File: src/rtl/sobel_loop_profiler.sv
// sobel_loop_profiler: on-chip loop statistics for the sobel_hls accelerator.
// Each monitored loop channel runs an IDLE/RUN tracker fed by that loop's
// start, done, iteration-accepted and stall qualifiers. Per invocation it
// records latency, iteration count and stall count, and it keeps a running
// invocation count. All counters saturate rather than wrap.
//
// Ports:
//   ap_clk, ap_rst_n  clock, asynchronous active-low reset
//   clear             synchronous clear of all state, counters and flags
//   ch_start/ch_done/ch_iter/ch_stall  per-channel loop handshakes
//   ch_busy           channel currently in RUN (registered)
//   done_evt          one-cycle pulse per completed invocation
//   proto_err         sticky: ch_done seen while the channel was IDLE
//   rd_en/rd_ch/rd_sel  read request; rd_sel 0=latency 1=iterations
//                       2=stalls 3=invocation count
//   rd_data/rd_valid  registered read response, one cycle after rd_en
module sobel_loop_profiler #(
    parameter int unsigned NUM_CH = 3,
    parameter int unsigned CNT_W  = 32,
    parameter int unsigned CH_W   = 2
) (
    input  logic              ap_clk,
    input  logic              ap_rst_n,
    input  logic              clear,
    input  logic [NUM_CH-1:0] ch_start,
    input  logic [NUM_CH-1:0] ch_done,
    input  logic [NUM_CH-1:0] ch_iter,
    input  logic [NUM_CH-1:0] ch_stall,
    output logic [NUM_CH-1:0] ch_busy,
    output logic [NUM_CH-1:0] done_evt,
    output logic [NUM_CH-1:0] proto_err,
    input  logic              rd_en,
    input  logic [CH_W-1:0]   rd_ch,
    input  logic [1:0]        rd_sel,
    output logic [CNT_W-1:0]  rd_data,
    output logic              rd_valid
);

    typedef enum logic {
        IDLE = 1'b0,
        RUN  = 1'b1
    } state_t;

    state_t           state_q    [NUM_CH];
    state_t           state_d    [NUM_CH];
    logic [CNT_W-1:0] lat_q      [NUM_CH];
    logic [CNT_W-1:0] lat_d      [NUM_CH];
    logic [CNT_W-1:0] iter_q     [NUM_CH];
    logic [CNT_W-1:0] iter_d     [NUM_CH];
    logic [CNT_W-1:0] stall_q    [NUM_CH];
    logic [CNT_W-1:0] stall_d    [NUM_CH];
    logic [CNT_W-1:0] snap_lat_q   [NUM_CH];
    logic [CNT_W-1:0] snap_lat_d   [NUM_CH];
    logic [CNT_W-1:0] snap_iter_q  [NUM_CH];
    logic [CNT_W-1:0] snap_iter_d  [NUM_CH];
    logic [CNT_W-1:0] snap_stall_q [NUM_CH];
    logic [CNT_W-1:0] snap_stall_d [NUM_CH];
    logic [CNT_W-1:0] inv_q      [NUM_CH];
    logic [CNT_W-1:0] inv_d      [NUM_CH];
    logic [NUM_CH-1:0] done_d;
    logic [NUM_CH-1:0] perr_d;
    logic [CNT_W-1:0]  rd_mux_c;

    // Saturating increment by a single bit.
    function automatic logic [CNT_W-1:0] sat_inc(input logic [CNT_W-1:0] a, input logic b);
        if (b && (a != '1)) begin
            return a + CNT_W'(1);
        end
        return a;
    endfunction

    // Next-state and counter update for every channel.
    always_comb begin
        state_d      = state_q;
        lat_d        = lat_q;
        iter_d       = iter_q;
        stall_d      = stall_q;
        snap_lat_d   = snap_lat_q;
        snap_iter_d  = snap_iter_q;
        snap_stall_d = snap_stall_q;
        inv_d        = inv_q;
        done_d       = '0;
        perr_d       = proto_err;
        for (int c = 0; c < NUM_CH; c++) begin
            if (clear) begin
                state_d[c]      = IDLE;
                lat_d[c]        = '0;
                iter_d[c]       = '0;
                stall_d[c]      = '0;
                snap_lat_d[c]   = '0;
                snap_iter_d[c]  = '0;
                snap_stall_d[c] = '0;
                inv_d[c]        = '0;
                perr_d[c]       = 1'b0;
            end else begin
                case (state_q[c])
                    IDLE: begin
                        if (ch_start[c]) begin
                            lat_d[c]   = CNT_W'(1);
                            iter_d[c]  = CNT_W'(ch_iter[c]);
                            stall_d[c] = CNT_W'(ch_stall[c]);
                            if (ch_done[c]) begin
                                // Single-cycle invocation completes without entering RUN.
                                snap_lat_d[c]   = CNT_W'(1);
                                snap_iter_d[c]  = CNT_W'(ch_iter[c]);
                                snap_stall_d[c] = CNT_W'(ch_stall[c]);
                                inv_d[c]        = sat_inc(inv_q[c], 1'b1);
                                done_d[c]       = 1'b1;
                            end else begin
                                state_d[c] = RUN;
                            end
                        end else if (ch_done[c]) begin
                            perr_d[c] = 1'b1;
                        end
                    end
                    RUN: begin
                        lat_d[c]   = sat_inc(lat_q[c], 1'b1);
                        iter_d[c]  = sat_inc(iter_q[c], ch_iter[c]);
                        stall_d[c] = sat_inc(stall_q[c], ch_stall[c]);
                        if (ch_done[c]) begin
                            // Snapshot includes the done cycle's own increments.
                            snap_lat_d[c]   = lat_d[c];
                            snap_iter_d[c]  = iter_d[c];
                            snap_stall_d[c] = stall_d[c];
                            inv_d[c]        = sat_inc(inv_q[c], 1'b1);
                            done_d[c]       = 1'b1;
                            state_d[c]      = IDLE;
                        end
                    end
                    default: state_d[c] = IDLE;
                endcase
            end
        end
    end

    // Channel state, counters and status flags.
    always_ff @(posedge ap_clk or negedge ap_rst_n) begin
        if (!ap_rst_n) begin
            for (int c = 0; c < NUM_CH; c++) begin
                state_q[c]      <= IDLE;
                lat_q[c]        <= '0;
                iter_q[c]       <= '0;
                stall_q[c]      <= '0;
                snap_lat_q[c]   <= '0;
                snap_iter_q[c]  <= '0;
                snap_stall_q[c] <= '0;
                inv_q[c]        <= '0;
            end
            ch_busy   <= '0;
            done_evt  <= '0;
            proto_err <= '0;
        end else begin
            for (int c = 0; c < NUM_CH; c++) begin
                state_q[c]      <= state_d[c];
                lat_q[c]        <= lat_d[c];
                iter_q[c]       <= iter_d[c];
                stall_q[c]      <= stall_d[c];
                snap_lat_q[c]   <= snap_lat_d[c];
                snap_iter_q[c]  <= snap_iter_d[c];
                snap_stall_q[c] <= snap_stall_d[c];
                inv_q[c]        <= inv_d[c];
                ch_busy[c]      <= (state_d[c] == RUN);
            end
            done_evt  <= done_d;
            proto_err <= perr_d;
        end
    end

    // Read selection from current register values; out-of-range channels read as zero.
    always_comb begin
        rd_mux_c = '0;
        if (32'(rd_ch) < NUM_CH) begin
            case (rd_sel)
                2'd0:    rd_mux_c = snap_lat_q[rd_ch];
                2'd1:    rd_mux_c = snap_iter_q[rd_ch];
                2'd2:    rd_mux_c = snap_stall_q[rd_ch];
                default: rd_mux_c = inv_q[rd_ch];
            endcase
        end
    end

    // Registered read port; a read alongside clear still returns the pre-clear value.
    always_ff @(posedge ap_clk or negedge ap_rst_n) begin
        if (!ap_rst_n) begin
            rd_data  <= '0;
            rd_valid <= 1'b0;
        end else if (rd_en) begin
            rd_data  <= rd_mux_c;
            rd_valid <= 1'b1;
        end else begin
            rd_valid <= 1'b0;
            if (clear) begin
                rd_data <= '0;
            end
        end
    end

endmodule

File: config.mk
export PLATFORM = sky130hd
export DESIGN_NAME = sobel_loop_profiler
export DESIGN_NICKNAME = d
export VERILOG_FILES = /design/src/rtl/sobel_loop_profiler.sv
export SDC_FILE = /design/constraint.sdc
export NUM_CORES = 2
export LEC_CHECK = 0
export CAP_MARGIN = 20
export CORE_MARGIN = 2
export CORE_UTILIZATION = 38
export DETAILED_ROUTE_END_ITERATION = 12
export PLACE_DENSITY = 0.5
export SLEW_MARGIN = 10
export SYNTH_ARGS = -nofsm -noshare
export SYNTH_HDL_FRONTEND = slang
export SYNTH_SLANG_ARGS = --single-unit
File: constraint.sdc
create_clock -name ap_clk -period 6.5 [get_ports ap_clk]
set_input_delay 0.975 -clock ap_clk [delete_from_list [all_inputs] [get_ports ap_clk]]
set_output_delay 0.975 -clock ap_clk [all_outputs]
set_load 0.05 [all_outputs]
==> summary.txt <==
Run status
  – Status: finished, final reports clean

Clock tree
  – Max clock buf depth: 3
  – Post-CTS Setup Inserts: 0
  – Hold buffers post-CTS: 0
  – TritonCTS buffer count: 86
  – CTS tree: built
  – H-tree depth: 3
  – PostCTS Resize Cnt: 0
  – Worst skew pair latency: 0.68 ns
  – CTS root buffer: clkbuf_16
  – Clock transition at path regs: 0.06 ns
  – CTS Sinks: 714

Drt
  – Average wire per standard cell: 25.14 µm
  – Routed vias/inst: 5.987
  – Routed wl met3: 9900 µm
  – Met2 WL post-DR: 64,170 µm
  – Total wire length: around 150,000 µm
  – ANT nets after route: 0
  – Top Layer Used: met5
  – DRC violation count after routing: 0
  – Total iterations of the first detailed-routing run: 6
  – Routed vias: 34.83k
  – DRT met1 WL: 67,240 µm
  – DRT iter0 DRCs: about 3.5k

Synthesis
  – Avg Inst Size Synth: between 8 and 9 µm²
  – Synth Area in Compound Gates: between 10% and 20%
  – Yosys reg bits: 714
  – Simple-Gate Fraction of Synth Area: 20.51%
  – Post-Syn Area: 39,780 µm²
  – Seq/Total Area, Yosys: ~45%
  – Main combinational cell family by area after synthesis: simple AND/OR/NAND/NOR gates
  – Post-synth EDFFs: 0
  – Top post-synthesis cells by area: dfrtp_1 (45%), o21ai_0 (6.2%), nand2_1 (5.4%)
  – Xor/xnor share of the synthesized area: 7.200%
  – Most instantiated library cell after synthesis: dfrtp_1
  – Ys async rst share: 100.0%
  – YS warnings: 0
  – Yosys top cell area share: 44.92%
  – Multiplexer share of the synthesized area: 3.215%
  – Syn Inst Count: 4,487
  – Count of cell types in the netlist: between 80 and 90
  – Leading area contributor after synthesis: dfrtp_1
  – Post-synthesis adder-cell area fraction: 0.3775%
  – Dominant synthesized flop cell: dfrtp_1
  – Post-synthesis net count: ~4.5k
  – Top cells by count, synth: dfrtp_1 (714), nand2_1 (572), o21ai_0 (492), nor2_1 (271), clkbuf_1 (264)

Hold path
  – Hold Path Class: in2async

Timing
  – Min Tclk post-route: between 3 and 4 ns
  – Setup Skew: about 0.038 ns
  – Final number of setup-violating endpoints: 0
  – Worst rel slew slack: 29.05%
  – Tightest Pin Transition: between 1 and 1.5 ns
  – Peak Freq: 296.7 MHz
  – Period utilisation layout: 51.85%
  – Final hold vios: 0
  – RSZ-0062 raised after global routing: no
  – Final WS setup: 3.130 ns
  – Fin. max-slew vios: 0
  – TNS Setup: 0 ns

Pwr
  – Gate power share: under 10%
  – Sequential power share: between 40 and 50%
  – Psw: 0.002669 W
  – Clock power share: 49.9%
  – Switching share of power: 25.68%
  – Pwr/cell area: 233.9 nW/µm²
  – Worst vdd ir: 163.7 µV
  – P_leak: 17.84 nW
  – Internal: 0.007726 W

Worst setup path
  – Worst endpoint required time: between 5 and 6 ns
  – Reg2reg path depth: 7
  – Setup CP Type: reg2out
  – Critical path's slowest cell: clkdlybuf4s50_1
  – Arr. time, crit path: between 2 and 2.5 ns
  – Crit start category: register
  – CP Depth: 1
  – Max Fanout on Critical Path: 19
  – Cell family with most CP delay: buffers and inverters
  – Max stage delay on crit path: 0.93 ns
  – CP Capture Type: primary output
  – Ordered list of cells on the worst path: clkdlybuf4s50_1
  – Buf+Inv Stages, Crit Path: 1
  – Setup slack, reg-to-reg: ~3.2 ns

Floorplan
  – Starting Density: 38.38%
  – Die Width: about 330 µm
  – Core area: between 100,000 and 150,000 µm²
  – Cell row count: 118
  – Die area: 107,300 µm²
  – Top Ports: 62
  – Die extent in y: 327.5 µm

Place
  – Pre-CTS WS: 2.219 ns
  – Final Wtd Congestion: 0.9681
  – HPWL after DPL: 105,000 µm
  – Port Buffers: between 60 and 70

GRT
  – GRT Overall Usage: between 20% and 30%
  – Largest net degree at the start of global routing: 134
  – Initial antenna violation count: 6
  – Number of global-route vias before repair: 32.10k
  – First-pass GRT wire length: 220,000 µm
  – Grt ovf: 0

Final layout
  – Share of cells above drive strength 1: 6.491%
  – Nets: around 4.4k
  – Area growth, synth to finish: 11.72%

Flow run
  – Max Cap Viol: 0
[sequential cells by signal, indices dropped and copies added, names as in the netlist]
name,flops
snap_iter_q,96
iter_q,96
ch_busy,3
lat_q,96
rd_data,32
snap_lat_q,96
snap_stall_q,96
done_evt,3
rd_valid,1
proto_err,3
stall_q,96
inv_q,96
[final cells by class]
type,count,area [µm²]
well taps,1380,1727
repair buffers,114,1072
clock inverters,39,548.0
diodes,1,2.502
clock buffers,121,2464
multi-input cells,3369,20460
fillers,10250,59210
flip-flops and latches,714,17870
inverters,80,300.3
[power groups by stage]
stage	Sequential, W	Combinational [W]	Clock, W
after floorplan	0.00462	0.000322	0
after global placement	0.00461	0.000665	0
after detailed placement	0.00461	0.000670	0
after CTS	0.00453	0.000671	0.00530
after global routing	0.00453	0.000727	0.00548
final	0.00453	0.000670	0.00519
[routing by layer]
layer | vias to the layer above | global-route usage [%]
met1 | 17400 | 39.45
li1 | 16140 | -
met3 | 216 | 4.959
met5 | - | 0
met2 | 1081 | 40.10
met4 | 4 | 8.466
[per-stage QoR]
stage          hold WS [ns]  area [µm²]  power, W  cells  util, %
2_1_floorplan        0.4380       39780  0.004945   4487        -
3_3_place_gp         0.4592       41390  0.005277   5653    39.93
3_5_place_dp         0.4667       41410  0.005280   5656    39.95
4_1_cts              0.3735       44420   0.01050   5816    42.86
5_1_grt              0.4115       44440   0.01074   5817    42.87
6_report             0.3559       44440   0.01040   5818    42.88
[worst paths after layout]
kind | startpoint | to
worst max register to register | iter_q[32]$_DFFE_PN0P_ | snap_iter_q[32]$_DFFE_PN0P_
worst min register to register | snap_iter_q[93]$_DFFE_PN0P_ | snap_iter_q[93]$_DFFE_PN0P_
max in group asynchronous | ap_rst_n | snap_iter_q[65]$_DFFE_PN0P_
worst min-delay path | ap_rst_n | lat_q[60]$_DFFE_PN0P_
min in group ap_clk | snap_iter_q[93]$_DFFE_PN0P_ | snap_iter_q[93]$_DFFE_PN0P_
worst max-delay path | ch_busy[0]$_DFF_PN0_ | ch_busy[0]
[cell families after synthesis]
family,count (synthesis)
adders and majority gates,12
buffers and inverters,404
xor gates and xnor gates,327
muxes,127
and+or+nand+nor,1627
AOI/OAI and AO/OA,1276
DFF,714
[cells in the final DEF (no fill, tap or decap), types with 12 or more instances in the layout]
master	n
a21o_1	37
a21oi_1	203
a221oi_1	61
a22o_1	43
a31oi_1	105
a41oi_1	13
and2_1	36
and3_1	108
and4_1	57
buf_4	48
clkbuf_1	17
clkbuf_16	86
clkbuf_8	18
clkdlybuf4s50_1	56
clkinv_2	16
dfrtp_1	714
ha_1	12
inv_1	78
mux2i_1	121
nand2_1	566
nand2b_1	15
nand3_1	189
nand4_1	150
nor2_1	267
nor3_1	73
nor4_1	34
o211ai_1	13
o21ai_0	492
o21ai_1	35
o22ai_1	87
o311ai_0	12
o31ai_1	74
or3_1	36
xnor2_1	166
xor2_1	161
[worst register-to-register path: cells and delay by family (launching register included)]
kind	cells	cell delay, ns
AO/OA/AOI/OAI	1	0.17
adder cells (fa/ha/maj)	1	0.28
flip-flops	1	0.51
multiplexers	1	0.35
AND/OR/NAND/NOR	4	1.93
No activity file was read; power rests on OpenSTA's default activity.
